### config.mk
export PLATFORM = sky130hd
export DESIGN_NAME = omsp_dbg_mem_arb
export DESIGN_NICKNAME = d
export VERILOG_FILES = /design/src/rtl/omsp_dbg_mem_arb.sv
export SDC_FILE = /design/constraint.sdc
export NUM_CORES = 1
export LEC_CHECK = 0
export CAP_MARGIN = 20
export CORE_ASPECT_RATIO = 0.9
export CORE_MARGIN = 8
export CORE_UTILIZATION = 38
export CTS_CLUSTER_DIAMETER = 200
export DETAILED_ROUTE_END_ITERATION = 10
export PLACE_DENSITY = 0.8
export SETUP_SLACK_MARGIN = 0.1
export SYNTH_ARGS = -nofsm -noshare
export SYNTH_HDL_FRONTEND = slang
export SYNTH_SLANG_ARGS = --single-unit
### constraint.sdc
create_clock -name mclk -period 2.2 [get_ports mclk]
set_input_delay 0.44 -clock mclk [delete_from_list [all_inputs] [get_ports mclk]]
set_output_delay 0.44 -clock mclk [all_outputs]
set_load 0.1 [all_outputs]
### src/rtl/omsp_dbg_mem_arb.sv
// -----------------------------------------------------------------------------
// omsp_dbg_mem_arb
//
// Shares one single-port synchronous program/data memory between the CPU
// execution unit and the serial debug interface.
//
// The CPU normally wins. A pending debug request that keeps losing is counted
// in a starvation counter. Once the count reaches STARVE_MAX, the debug access
// is forced through and the CPU is stalled with cpu_wait. Read data is
// returned to whichever side asked for it, and the debug side gets a
// one-cycle acknowledge.
//
// Parameters
//   AWIDTH      word-address width of every address port
//   STARVE_MAX  cycles a pending debug request may lose before it is forced
//               (0 = debug always wins, legal range 0..15)
//
// Ports
//   mclk, reset_n         clock, asynchronous active-low reset
//   cpu_req/wen/addr/din  CPU access request (one cycle per access)
//   cpu_dout              CPU read data, straight from the memory
//   cpu_wait              CPU lost this cycle and must hold its request
//   dbg_req/wen/addr/din  debug request, level-held until dbg_ack
//   dbg_dout              debug read data, held between debug reads
//   dbg_ack               one-cycle pulse, debug access complete
//   mem_cen/wen/addr/din  memory macro controls (active-low enables)
//   mem_dout              memory read data, valid one cycle after mem_cen low
// -----------------------------------------------------------------------------
module omsp_dbg_mem_arb #(
    parameter int unsigned AWIDTH     = 15,
    parameter int unsigned STARVE_MAX = 4
) (
    input  logic              mclk,
    input  logic              reset_n,

    input  logic              cpu_req,
    input  logic [1:0]        cpu_wen,
    input  logic [AWIDTH-1:0] cpu_addr,
    input  logic [15:0]       cpu_din,
    output logic [15:0]       cpu_dout,
    output logic              cpu_wait,

    input  logic              dbg_req,
    input  logic [1:0]        dbg_wen,
    input  logic [AWIDTH-1:0] dbg_addr,
    input  logic [15:0]       dbg_din,
    output logic [15:0]       dbg_dout,
    output logic              dbg_ack,

    output logic              mem_cen,
    output logic [1:0]        mem_wen,
    output logic [AWIDTH-1:0] mem_addr,
    output logic [15:0]       mem_din,
    input  logic [15:0]       mem_dout
);

    // Counter width is fixed at four bits, so the limit fits STARVE_MAX <= 15.
    localparam logic [3:0] STARVE_LIM = 4'(STARVE_MAX);

    // ------------------------------------------------------------------
    // State
    // ------------------------------------------------------------------
    logic [3:0]        r_starve_cnt;  // consecutive losses of a pending debug request
    logic              r_dbg_pend;    // debug access granted last cycle (ack cycle)
    logic              r_dbg_rd;      // the pending debug access is a read
    logic [15:0]       r_dbg_dout;    // last completed debug read data
    logic [AWIDTH-1:0] r_mem_addr;    // last address driven to the memory
    logic [15:0]       r_mem_din;     // last write data driven to the memory

    // ------------------------------------------------------------------
    // Combinational arbitration
    // ------------------------------------------------------------------
    logic              w_dbg_eligible;
    logic              w_starved;
    logic              w_grant_dbg;
    logic              w_grant_cpu;
    logic [1:0]        w_win_wen;
    logic [AWIDTH-1:0] w_win_addr;
    logic [15:0]       w_win_din;
    logic [3:0]        w_starve_nxt;
    logic              w_dout_bypass;

    // A debug request is ignored in its own ack cycle so it is not issued twice.
    assign w_dbg_eligible = dbg_req & ~r_dbg_pend;

    // With a zero limit the debug side is always considered starved; a plain
    // compare against zero would be constant, so it is split out here.
    generate
        if (STARVE_MAX == 0) begin : g_no_starve_wait
            assign w_starved = 1'b1;
        end else begin : g_starve_cmp
            assign w_starved = (r_starve_cnt >= STARVE_LIM);
        end
    endgenerate

    // Grants are gated by reset_n so every output shows its reset value
    // immediately while reset is asserted, even with requests still active.
    assign w_grant_dbg = reset_n & w_dbg_eligible & (~cpu_req | w_starved);
    assign w_grant_cpu = reset_n & cpu_req & ~w_grant_dbg;

    // Winner mux; with no winner the address and data buses hold their last value.
    always_comb begin
        w_win_wen  = 2'b00;
        w_win_addr = r_mem_addr;
        w_win_din  = r_mem_din;
        if (w_grant_dbg) begin
            w_win_wen  = dbg_wen;
            w_win_addr = dbg_addr;
            w_win_din  = dbg_din;
        end else if (w_grant_cpu) begin
            w_win_wen  = cpu_wen;
            w_win_addr = cpu_addr;
            w_win_din  = cpu_din;
        end else begin
            w_win_wen  = 2'b00;
            w_win_addr = r_mem_addr;
            w_win_din  = r_mem_din;
        end
    end

    // Starvation counter next value: clear, count a loss, or saturate.
    always_comb begin
        w_starve_nxt = r_starve_cnt;
        if (w_grant_dbg || !dbg_req) begin
            w_starve_nxt = 4'd0;
        end else if (w_dbg_eligible && w_grant_cpu && !w_starved) begin
            w_starve_nxt = r_starve_cnt + 4'd1;
        end else begin
            w_starve_nxt = r_starve_cnt;
        end
    end

    // ------------------------------------------------------------------
    // Outputs
    // ------------------------------------------------------------------
    assign mem_cen  = ~(w_grant_cpu | w_grant_dbg);
    assign mem_wen  = ~w_win_wen;
    assign mem_addr = w_win_addr;
    assign mem_din  = w_win_din;

    assign cpu_wait = cpu_req & w_grant_dbg;
    assign cpu_dout = mem_dout;

    assign dbg_ack  = r_dbg_pend;

    // Read data only arrives from the memory during the ack cycle, so it is
    // forwarded straight through then and captured for the following cycles.
    assign w_dout_bypass = r_dbg_pend & r_dbg_rd;
    assign dbg_dout      = w_dout_bypass ? mem_dout : r_dbg_dout;

    // ------------------------------------------------------------------
    // Sequential state
    // ------------------------------------------------------------------

    // Debug completion tracking: pending flag, read flag and captured read data.
    always_ff @(posedge mclk or negedge reset_n) begin
        if (!reset_n) begin
            r_dbg_pend <= 1'b0;
            r_dbg_rd   <= 1'b0;
            r_dbg_dout <= 16'h0000;
        end else begin
            r_dbg_pend <= w_grant_dbg;
            r_dbg_rd   <= w_grant_dbg & (dbg_wen == 2'b00);
            if (w_dout_bypass) begin
                r_dbg_dout <= mem_dout;
            end else begin
                r_dbg_dout <= r_dbg_dout;
            end
        end
    end

    // Starvation counter register.
    always_ff @(posedge mclk or negedge reset_n) begin
        if (!reset_n) begin
            r_starve_cnt <= 4'd0;
        end else begin
            r_starve_cnt <= w_starve_nxt;
        end
    end

    // Memory bus hold registers, so idle cycles do not toggle address or data.
    always_ff @(posedge mclk or negedge reset_n) begin
        if (!reset_n) begin
            r_mem_addr <= '0;
            r_mem_din  <= 16'h0000;
        end else begin
            r_mem_addr <= w_win_addr;
            r_mem_din  <= w_win_din;
        end
    end

endmodule

==> results.toml <==
[status]
status = "finished with violations"
violations = "negative setup slack"

[floorplanning]
die_h_um = 95.38
ios = 154
std_cell_rows = 29
die_area_um2 = 9937
coreArea_um2 = 6930
initial_core_util = 0.3838
die-width_um = 104.2

[synthesis]
ys_seq_elements = 53
synth_top_cells_by_area = "dfrtp_1 (50%), mux2i_1 (12%), o21ai_2 (8.6%)"
synth.top_cell.area_share = 0.4986
synth_area_per_cell_um2 = 11.82
syn-cell-area_um2 = 2660
synthMuxAreaShare = 0.1844
synth_simple_gate_area_frac = 0.1105
synthAdderAreaFrac = 0.004704
synthCells = 225
synth_seq_area_share = 0.4986
synth_top_family_by_area = "multiplexers"
synth_nets = 312
synth_xor_area_frac = 0
ys_warn_count = 0
synth_top_area_cell = "dfrtp_1"
synth-compound-area-share = 0.1167
synthDistinctLibCells = 26

[pwr]
cellLeakagePower_nw = 2.426
vdd_drop_max_uv = 712.9
powerDensity_nw_per_um2 = 796.4

[routing]
drt_wl_total_mm = 10.69
first_pass_iters = 4
drt_iter0_drc = 65
vias = 2463
drc = 0
viasPerCell = 5.196
wl_per_cell_um = 22.54
drtAntennaViolNets = 0

[clocking]
clock_tree.buffer_depth = 2
cts_tree = "built"
htree_levels = 2
holdBufCountCts = 0
root_buffer = "clkbuf_8"
cts_buffers = 5
path_clk_slew_ns = 0.10
clk_latency_ns = 0.30
clkSinkCount = 53

[placed_design]
dp_hpwl_mm = 8.012
io_buffer_count = 153
gp_congestion = 0.7738
dp_cells = 454
dpl_worst_slack_ns = -0.3061
post_dp_cell_area_um2 = 5268

[worst_setup_path]
r2r_start = "r_starve_cnt[3]"
critPathArrivalTime_ns = 1.96
critPathKind = "reg -> out"
cp.required_ns = 1.76
crit_fanout = 8
critPathCapture = "mem_addr[13]"
reg2reg_depth = 6
timing.rr.end = "r_mem_din[5]"
critPathLaunch = "r_starve_cnt[3]"
endpoint_kind = "output pin"
rrSetupSlack_ns = 0.52
cp-start-kind = "register"

[timing]
finalMaxSlewViolations = 0
slew_headroom = 0.6880
timing.final.ws_setup_ns = -0.2029
grt_setup_unrepaired = "yes"
finClkSkew_ns = 0.007299
finalSetupViolations = 35
fmax_mhz = 416.2
final.min_clock_period_ns = 2.403
hold_viol_final = 0
hold_slack_ns = 0.1786
worst_pin_slew_ns = 0.4680
fin_crit_sh = 1.092

[layout]
diodes = 0
nets = 467
fillCellCount = 384
fin_area_um2 = 5593
drive_gt1_frac = 0.4593
stdcell_count = 474
final_cell_mix = "clkdlybuf4s50_1 (83), buf_12 (74), dfrtp_1 (52), nand4_1 (31), o21ai_4 (31)"
syn_to_final_growth_pct = 110.3
mostFrequentLayoutCell = "clkdlybuf4s50_1"

[global_routing]
grt_start_max_net_pins = 35
grt.overflow.total = 0
grt_first_pass_wirelength_mm = 15.96
grt_usage = 0.2062
grt_pass1_vias = 2810
antenna_found_initial = 0

[hold_path]
hold_path.class = "in -> async"

[job]
maxCapViolations = 0
[registers in the layout, summed over array words and instances, names as in the netlist]
signal,count
dbg_ack,1
r_dbg_rd,1
r_starve_cnt,4
r_mem_addr,15
r_dbg_dout,16
r_mem_din,16
[power breakdown]
group / internal [W] / switching, W
clock network: 0.000372 / 0.000317
logic: 0.000992 / 0.00162
registers: 0.00110 / 0.0000466
[repair_timing]
item / CTS / global route
buffers inserted: 6 / 6
endpoints found under the setup margin: 35 / 50
pin swaps: 5 / 7
resized for setup: 8 / 16
gates cloned: 2 / 1
[cells in the mapped netlist]
library cell	count
a21oi_2	2
and2_1	1
dfrtp_1	53
nand2b_1	1
a31oi_1	2
and3_1	2
buf_4	16
a21boi_0	2
or3b_1	1
mux2i_1	31
mux2_2	16
o21ai_2	26
nor2b_1	1
a21boi_1	1
a21oi_1	1
o21ai_0	5
buf_6	4
buf_1	5
nand2_1	5
ha_1	1
nand3_1	4
nor3b_1	2
nand4_1	31
buf_2	1
clkbuf_1	10
or3_1	1
[worst min path at each step]
stage          slack (ns)  cells past startpoint  startpoint            end
2_1_floorplan        0.14                      0     reset_n  r_dbg_dout[0]
3_3_place_gp         0.49                      2     reset_n  r_mem_addr[2]
3_5_place_dp         0.50                      2     reset_n  r_mem_addr[2]
4_1_cts              0.18                      2     reset_n        dbg_ack
5_1_grt              0.20                      2     reset_n       r_dbg_rd
6_report             0.18                      2     reset_n  r_mem_din[15]
[critical path, stage by stage, from the launching register on]
cell and delay [ns]:
dfrtp_1 0.39, or3b_4 0.41, and3_4 0.21, buf_12 0.13
buf_12 0.15, o21ai_4 0.17, buf_12 0.20
[area by class of cell]
| cell class | count | area [µm²] | share of cell area |
|---|---|---|---|
| clock buffers | 7 | 86.33 | 0.01544 |
| clock inverters | 1 | 30.03 | 0.005369 |
| multi-input cells | 136 | 1500 | 0.2682 |
| flip-flops and latches | 53 | 1330 | 0.2378 |
| well taps | 93 | 116.4 | 0.02081 |
| repair buffers | 184 | 2530 | 0.4523 |
[per-stage QoR]
| step | setup TNS [ns] | util | power [W] |
|---|---|---|---|
| floorplan | -4.875 | - | 0.002746 |
| global placement | -9.431 | 0.7601 | 0.003686 |
| detailed placement | -9.849 | 0.7601 | 0.003727 |
| CTS | -4.201 | 0.7969 | 0.004438 |
| global route | -4.973 | 0.8070 | 0.004576 |
| finish | -3.612 | 0.8070 | 0.004454 |
[metal layers]
metal	share of wire	GRT usage	wire length [µm]	vias to the layer above
li1	-	-	-	1117
met1	0.37	0.2221	3931	1233
met2	0.55	0.3927	5829	101
met3	0.066	0.06216	702	12
met4	0.021	0.04813	223	0
met5	0	0	0	-
[cell families (layout without fill, tap and decap cells)]
kind of cell | after synthesis | in the layout
adders and majority gates | 1 | 1
DFF | 53 | 53
and+or+nand+nor | 49 | 49
AOI/OAI and AO/OA | 39 | 39
muxes | 47 | 47
buffers and inverters | 36 | 192
(Power assumes the default switching activity.)
